===== src/rtl/keynsham_bus_arbiter.sv =====
// rtl/keynsham_bus_arbiter.sv - two-master round-robin arbiter in front of the peripheral bus
// Optional grant timeout enabled by defining BUS_ARB_TIMEOUT_EN.
module keynsham_bus_arbiter #(
    parameter int unsigned timeout_cycles = 255
) (
    input  logic        clk,
    input  logic        rst,
    input  logic        m0_access,
    input  logic [29:0] m0_addr,
    input  logic [31:0] m0_wr_val,
    input  logic        m0_wr_en,
    input  logic [3:0]  m0_bytesel,
    output logic        m0_ack,
    output logic        m0_error,
    output logic [31:0] m0_data,
    input  logic        m1_access,
    input  logic [29:0] m1_addr,
    input  logic [31:0] m1_wr_val,
    input  logic        m1_wr_en,
    input  logic [3:0]  m1_bytesel,
    output logic        m1_ack,
    output logic        m1_error,
    output logic [31:0] m1_data,
    output logic        bus_access,
    output logic [29:0] bus_addr,
    output logic [31:0] bus_wr_val,
    output logic        bus_wr_en,
    output logic [3:0]  bus_bytesel,
    input  logic        bus_ack,
    input  logic        bus_error,
    input  logic [31:0] bus_data
);

    typedef enum logic [1:0] {IDLE, GNT0, GNT1} state_t;

    state_t state;
    state_t state_next;
    logic   last;
    logic   last_next;
    logic   gnt0;
    logic   gnt1;
    logic   resp;
    logic   tmo;

    assign gnt0 = (state == GNT0);
    assign gnt1 = (state == GNT1);
    assign resp = bus_ack | bus_error;

`ifdef BUS_ARB_TIMEOUT_EN
    logic [15:0] tmo_cnt;

    // A real slave response in the terminal cycle takes priority over the forced error.
    assign tmo = (state != IDLE) && !resp && (tmo_cnt == 16'(timeout_cycles - 1));

    always_ff @(posedge clk) begin
        if (!rst) begin
            tmo_cnt <= '0;
        end else if (state_next != state) begin
            tmo_cnt <= '0;
        end else if (state != IDLE) begin
            tmo_cnt <= tmo_cnt + 16'd1;
        end
    end
`else
    logic unused_timeout;

    assign tmo            = 1'b0;
    assign unused_timeout = |timeout_cycles;
`endif

    always_ff @(posedge clk) begin
        if (!rst) begin
            state <= IDLE;
            last  <= 1'b1;
        end else begin
            state <= state_next;
            last  <= last_next;
        end
    end

    // Completion hands straight over to a waiting master so there is no idle bubble.
    always_comb begin
        state_next = state;
        last_next  = last;
        case (state)
            IDLE: begin
                if (m0_access && m1_access) begin
                    state_next = last ? GNT0 : GNT1;
                end else if (m0_access) begin
                    state_next = GNT0;
                end else if (m1_access) begin
                    state_next = GNT1;
                end
            end
            GNT0: begin
                if (resp || tmo) begin
                    last_next  = 1'b0;
                    state_next = m1_access ? GNT1 : IDLE;
                end else if (!m0_access) begin
                    last_next  = 1'b0;
                    state_next = IDLE;
                end
            end
            GNT1: begin
                if (resp || tmo) begin
                    last_next  = 1'b1;
                    state_next = m0_access ? GNT0 : IDLE;
                end else if (!m1_access) begin
                    last_next  = 1'b1;
                    state_next = IDLE;
                end
            end
            default: state_next = IDLE;
        endcase
    end

    always_comb begin
        bus_access  = 1'b0;
        bus_addr    = '0;
        bus_wr_val  = '0;
        bus_wr_en   = 1'b0;
        bus_bytesel = '0;
        if (gnt0) begin
            bus_access  = m0_access;
            bus_addr    = m0_addr;
            bus_wr_val  = m0_wr_val;
            bus_wr_en   = m0_wr_en;
            bus_bytesel = m0_bytesel;
        end else if (gnt1) begin
            bus_access  = m1_access;
            bus_addr    = m1_addr;
            bus_wr_val  = m1_wr_val;
            bus_wr_en   = m1_wr_en;
            bus_bytesel = m1_bytesel;
        end
    end

    assign m0_ack   = bus_ack & gnt0;
    assign m0_error = (bus_error | tmo) & gnt0;
    assign m0_data  = (gnt0 && bus_ack) ? bus_data : 32'd0;
    assign m1_ack   = bus_ack & gnt1;
    assign m1_error = (bus_error | tmo) & gnt1;
    assign m1_data  = (gnt1 && bus_ack) ? bus_data : 32'd0;

endmodule


===== config.mk =====
export PLATFORM = sky130hd
export DESIGN_NAME = keynsham_bus_arbiter
export DESIGN_NICKNAME = d
export VERILOG_FILES = /design/src/rtl/keynsham_bus_arbiter.sv
export SDC_FILE = /design/constraint.sdc
export NUM_CORES = 1
export LEC_CHECK = 0
export CORE_AREA = 2 2 121 123
export CTS_BUF_LIST = sky130_fd_sc_hd__clkbuf_4
export DETAILED_ROUTE_END_ITERATION = 7
export DIE_AREA = 0 0 123 125
export HOLD_SLACK_MARGIN = 0.03
export PLACE_DENSITY = 0.49
export RECOVER_POWER = 25
export SLEW_MARGIN = 25
export SYNTH_ARGS = -nofsm -noshare
export SYNTH_HDL_FRONTEND = slang
export SYNTH_SLANG_ARGS = --single-unit

===== constraint.sdc =====
create_clock -name clk -period 2.2 [get_ports clk]
set_input_delay 0.66 -clock clk [delete_from_list [all_inputs] [get_ports clk]]
set_output_delay 0.66 -clock clk [all_outputs]
set_load 0.05 [all_outputs]

==> out/results.tsv, run 1 <==
metric	value	unit
outcome	complete, but fails checks	
failing checks	setup timing	
initial antenna violation count	0	
register area share after synthesis	4.14	%
Placed Cells	673	
DRC errors left	0	
Hold WC Path Type	flip-flop to flip-flop	
Post-Layout Cell Count	696	
I/O pins	308	
number of synthesized register bits	3	
commonest non-fill, non-tap cell in the layout	clkdlybuf4s50_1	
CP peak stage delay	350	ps
Final Setup Violations	94	
area of the mapped netlist	1450	µm²
Routability Congestion	0.829	
f_max	432	MHz
Fin. Hold Viols	0	
Synth Area in Simple Gates	34.8	%
Vias/cell	4.39	
proportion of synthesized area in mux cells	1.38	%
RSZ-0062 raised after global routing	true	
First-pass DRT Iterations	4	
Final Cycle Share	105	%
Hold Buf Count CTS	0	
PwrDens	579	nW/µm²
chip width	123	µm
Synth Instances	198	
CTS tree	done	
clock slew at reported path FFs	40	ps
area grow syn2layout	390	%
Compound-Gate Fraction of Synth Area	44.5	%
grt ovf	0	
Routed Wire Length	14600	µm
cell area after layout	7100	µm²
Slew Viols, Final	0	
CP top delay family	buffers and inverters	
syn avg cell area	7.32	µm²
number of global-route vias before repair	3179	
Post-Synth Adder-Cell Area	4.31	%
Max stage delay cell, worst path	dfxtp_4	
Skew-Pair Late Insertion Delay	230	ps
Setup crit start kind	flip-flop	
syn_nets	375	
CTS H-Tree Depth	1	
largest family of logic cells by synthesized area	compound AO/OA/AOI/OAI gates	
Starting DRT DRC Count	104	
WP buf/inv	4	
Net count, final	690	
# diodes	0	
proportion of layout cells with a drive suffix above 1	53.5	%
worst path cell trace	buf_12 > ha_4 > nor2b_4 > buf_12 > buf_8 > a22o_2 > buf_12	
Slew HR	75.7	%
CP Class	flip-flop to output port	
cell mode on critical path	buf_12	
commonest non-fill, non-tap cells in the layout	clkdlybuf4s50_1 (164), buf_12 (143), and3_4 (38)	
Util after Layout	50.0	%
setup slack after layout	-116	ps
clk root buf	clkbuf_4	
crit-path max FO	7	
row cnt	44	
Clock Skew	0.293	ps
PortBufs	307	
Peak VDD IR	0.000184	V
Num Clock Sinks	3	
largest net degree at the start of global routing	71	
Cell Area, Placed	6170	µm²
DR vias	3054	
Routed wire per std cell	20.9	µm
Clock Path Buffers	2	
Leak	3.00	nW
CTS Buf Count	3	
Core Region	14200	µm²
die area	15400	µm²
Period minus WS final	2320	ps
XOR/XNOR Fraction of Synth Area	0	%
CP endpoint kind	output port	
post-route ant nets	0	
max_cap viols	0	
Slew @ Worst Pin	365	ps
synth warn	0	
Initial Util	10.2	%
Die Span Y	125	µm
setup TNS	-6160	ps
Total Routing Usage GR	16.9	%
Detail Placement HPWL	11100	µm
CP Data Required Time	1540	ps
first-pass GRT wire length	19800	µm
crit path DAT	1660	ps
post-synth cell types	24	
==> registers in the layout, summed over array words and instances (netlist names) <==
register / cells
last: 1
state: 2
==> stage by stage <==
stage	power [W]	hold WS [ps]	worst slack, ps
after global routing	0.00426	515	-177
after detailed placement	0.00351	458	-267
after floorplan	0.00167	438	-128
final	0.00411	461	-116
after global placement	0.00349	452	-229
after CTS	0.00396	469	-186
==> cells in the mapped netlist <==
| cell type | count | share of area, % |
|---|---|---|
| a2bb2oi_2 | 1 | 1.0 |
| inv_1 | 2 | 0.52 |
| buf_4 | 1 | 0.52 |
| buf_6 | 4 | 3.1 |
| nor2b_2 | 1 | 0.60 |
| or2_4 | 1 | 0.60 |
| ha_1 | 5 | 4.3 |
| and3_1 | 64 | 28 |
| a31oi_1 | 1 | 0.43 |
| dfxtp_1 | 3 | 4.1 |
| a22o_1 | 67 | 40 |
| and2_1 | 4 | 1.7 |
| a22oi_2 | 1 | 0.86 |
| and4_2 | 1 | 0.69 |
| mux2i_1 | 2 | 1.4 |
| clkbuf_1 | 18 | 4.7 |
| clkbuf_2 | 1 | 0.34 |
| nor2_1 | 2 | 0.52 |
| a41o_1 | 1 | 0.69 |
| nand2_1 | 8 | 2.1 |
| o21ai_0 | 3 | 1.0 |
| buf_2 | 5 | 1.7 |
| nor2b_1 | 1 | 0.43 |
| or2b_1 | 1 | 0.52 |
==> cell families (layout without fill, tap and decap cells) <==
kind of cell,count (synthesis),in the layout
AND/OR/NAND/NOR,83,83
multiplexers,2,2
buffers and inverters,31,345
adder cells (fa/ha/maj),5,5
AO/OA/AOI/OAI,74,74
flip-flops,3,3
==> layer usage <==
layer  part of all wire [%]  vias to the layer above  GRT usage, %  wire, µm
met3                     11                        4          6.20      1540
met5                      0                        -             0         0
met2                     53                      183          32.0      7730
li1                       -                     1423             -         -
met4                   0.57                        0         0.936        83
met1                     36                     1444          18.4      5200
==> report_power, final <==
| part | total (W) | switching (W) | leakage [nW] | internal (W) |
|---|---|---|---|---|
| clock | 0.000107 | 0.0000269 | 0.0184 | 0.0000801 |
| sequential | 0.0000843 | 0.0000150 | 0.0261 | 0.0000692 |
| combinational | 0.00392 | 0.00191 | 2.96 | 0.00201 |
| total | 0.00411 | 0.00196 | 3.00 | 0.00216 |
==> worst reg2reg max path: cells and delay by family, from the launching register on <==
family / cells / cell delay, ps
AOI/OAI and AO/OA: 3 / 660
buffers and inverters: 4 / 590
DFF: 1 / 350
adders and majority gates: 1 / 210
and+or+nand+nor: 1 / 90
==> final cells by class <==
| cell class | instances | area (µm²) |
|---|---|---|
| well taps | 184 | 230 |
| flip-flops and latches | 3 | 67.6 |
| clock buffers | 4 | 30.0 |
| multi-input cells | 164 | 1800 |
| inverters | 2 | 12.5 |
| fillers | 1254 | 7100 |
| repair buffers | 339 | 4960 |
==> timing repair <==
| item | in CTS | in global routing |
|---|---|---|
| endpoints found under the setup margin | 136 | 120 |
| resized for setup | 76 | 45 |
| cloned | 6 | 6 |
| pin swaps | 1 | 10 |
| buffers inserted | 10 | 1 |
==> path summary, 6_finish.rpt <==
path                              start                     to  slack [ps]  depth (start not counted)
setup reg to reg  state[0]$_SDFFE_PN0P_  state[0]$_SDFFE_PN0P_         180                          9
setup / recovery  state[0]$_SDFFE_PN0P_           bus_addr[26]        -120                          7
hold reg to reg       last$_SDFFE_PN1P_      last$_SDFFE_PN1P_         460                          2
hold / removal        last$_SDFFE_PN1P_      last$_SDFFE_PN1P_         460                          2
(Power assumes the default switching activity.)
==> run 2: changes to the inputs <==
==> constraint.sdc (replaced) <==
create_clock -name clk -period 2.5 [get_ports clk]
set_input_delay 0.75 -clock clk [delete_from_list [all_inputs] [get_ports clk]]
set_output_delay 0.75 -clock clk [all_outputs]
set_load 0.05 [all_outputs]
==> out/results.tsv, run 2 (synthesis gave the netlist of run 1 again) <==
metric	value	unit	change
Slew Viols, Final	0		unchanged
Hold WC Path Type	flip-flop to flip-flop		
die area	15400	µm²	unchanged
Slew @ Worst Pin	323	ps	-41.2 ps
CTS Buf Count	3		unchanged
max reg flops	2		unchanged
CP top delay family	buffers and inverters		
CP startpoint	bus_ack		
# fillers	1350		+7.7%
commonest non-fill, non-tap cells in the layout	clkdlybuf4s50_1 (170), buf_12 (128), a22o_1 (63)		
crit-path max FO	34		+27
Slew HR	78.4	%	+2.7 points
setup slack after layout	37.9	ps	+154 ps
Top reg by flops	state		
largest net degree at the start of global routing	37		-48%
Clock Path Buffers	2		unchanged
CTS H-Tree Depth	1		unchanged
cell area after layout	6090	µm²	-14%
RSZ-0062 raised after global routing	false		
f_max	406	MHz	
PortBufs	307		unchanged
Die Span Y	125	µm	unchanged
Peak VDD IR	0.000152	V	-18%
chip width	123	µm	unchanged
Hold Path Origin	last$_SDFFE_PN1P_		
first-pass GRT wire length	17100	µm	-14%
clock slew at reported path FFs	40	ps	about the same
Skew-Pair Late Insertion Delay	240	ps	about the same
Net count, final	673		-2.5%
Period minus WS final	2460	ps	
number of global-route vias before repair	3010		-5.3%
grt ovf	0		unchanged
PwrDens	513	nW/µm²	-11%
I/O pins	308		unchanged
r2r startpoint	state[0]$_SDFFE_PN0P_		
Routability Congestion	0.777		-6.3%
Leak	2.66	nW	-11%
row cnt	44		unchanged
CP Data Required Time	1750	ps	+210 ps
outcome	finished clean		
Post-Layout Cell Count	679		-2.4%
pre-CTS WS	-195	ps	+72.6 ps
WP buf/inv	3		-1
commonest non-fill, non-tap cell in the layout	clkdlybuf4s50_1		
total chip power	0.00312	W	-24%
clk root buf	clkbuf_4		
Routed wire per std cell	17.3	µm	-17%
Clock Skew	0.769	ps	+0.477 ps
worst path cell trace	clkdlybuf4s15_1 > buf_12 > and3_1 > buf_12		
post-route ant nets	0		unchanged
CP peak stage delay	350	ps	about the same
Util after Layout	42.8	%	-7.1 points
CTS tree	done		
Core Region	14200	µm²	unchanged
CP endpoint kind	output port		
Placed Cells	673		unchanged
Initial Util	10.2	%	unchanged
area grow syn2layout	320	%	
Setup crit start kind	primary input		
biggest regs	state (2), last (1)		
Starting DRT DRC Count	130		+25%
Vias/cell	4.20		-4.3%
Routed Wire Length	11700	µm	-19%
Final Setup Violations	0		-100%
First-pass DRT Iterations	4		unchanged
Total Routing Usage GR	14.0	%	-2.9 points
cell mode on critical path	buf_12		
DR vias	2851		-6.6%
crit path DAT	1710	ps	+50 ps
CP Class	primary input to output port		
Cell Area, Placed	6090	µm²	-1.2%
max_cap viols	0		unchanged
proportion of layout cells with a drive suffix above 1	34.5	%	-19 points
# diodes	0		unchanged
Fin. Hold Viols	0		unchanged
Detail Placement HPWL	9560	µm	-14%
Num Clock Sinks	3		unchanged
Max stage delay cell, worst path	clkdlybuf4s15_1		
initial antenna violation count	0		unchanged
Final Cycle Share	98.5	%	
DRC errors left	0		unchanged
## run 2: cell count changes in the layout (fill, tap and decap cells not counted), sizes merged
| cell | previous run | this run |
|---|---|---|
| buf | 164 | 139 |
| clkbuf | 9 | 16 |
| clkdlybuf4s15 | 0 | 1 |
| clkdlybuf4s50 | 164 | 170 |
| dlygate4sd2 | 4 | 0 |
| dlygate4sd3 | 1 | 0 |
| dlymetal6s2s | 1 | 0 |
## run 2: final timing paths
check | cells after the start | slack (ps) | end
worst max register to register | 7 | 700 | state[0]$_SDFFE_PN0P_
worst max-delay path | 4 | 40 | m1_data[1]
worst min register to register | 2 | 470 | last$_SDFFE_PN1P_
worst min-delay path | 2 | 470 | last$_SDFFE_PN1P_
## run 2: per-layer routing
metal,GRT usage [%],share of wire (%),vias to the layer above
li1,-,-,1379
met5,0,0,-
met1,15.0,35,1297
met3,5.61,13,6
met2,26.4,52,169
met4,1.20,0.43,0
## run 2: power breakdown
part	leakage, nW	switching, W	internal (W)
Combinational	2.62	0.00151	0.00143
Clock	0.0184	0.0000309	0.0000710
Sequential	0.0258	0.0000128	0.0000605
## run 2: layout make-up
cell class / count / area (µm²) / share of cell area (%)
tap: 184 / 230 / 3.78
sequential: 3 / 65.1 / 1.07
multi-input combinational: 164 / 1290 / 21.1
clock buffer: 4 / 30.0 / 0.493
timing repair buffer: 322 / 4470 / 73.4
inverter: 2 / 7.51 / 0.123
## run 2: metrics by stage
stage	hold WS, ps	setup TNS (ps)
after floorplan	438	-594
after global placement	455	-8930
after detailed placement	463	-9000
after CTS	475	0
after global routing	520	0
final	473	0
## run 2: timing repair
item,in CTS,in global routing
endpoints found under the setup margin,100,60
gates resized for setup,14,18
cloned,2,0
buffers inserted,1,0
pin swaps,2,1
hold buffers,0,0
## run 2: worst register-to-register path, delay by kind of cell (launching register included)
kind | cells | cell delay [ps]
AOI/OAI and AO/OA | 3 | 740
adders and majority gates | 1 | 170
buffers and inverters | 2 | 280
DFF | 1 | 390
and+or+nand+nor | 1 | 100
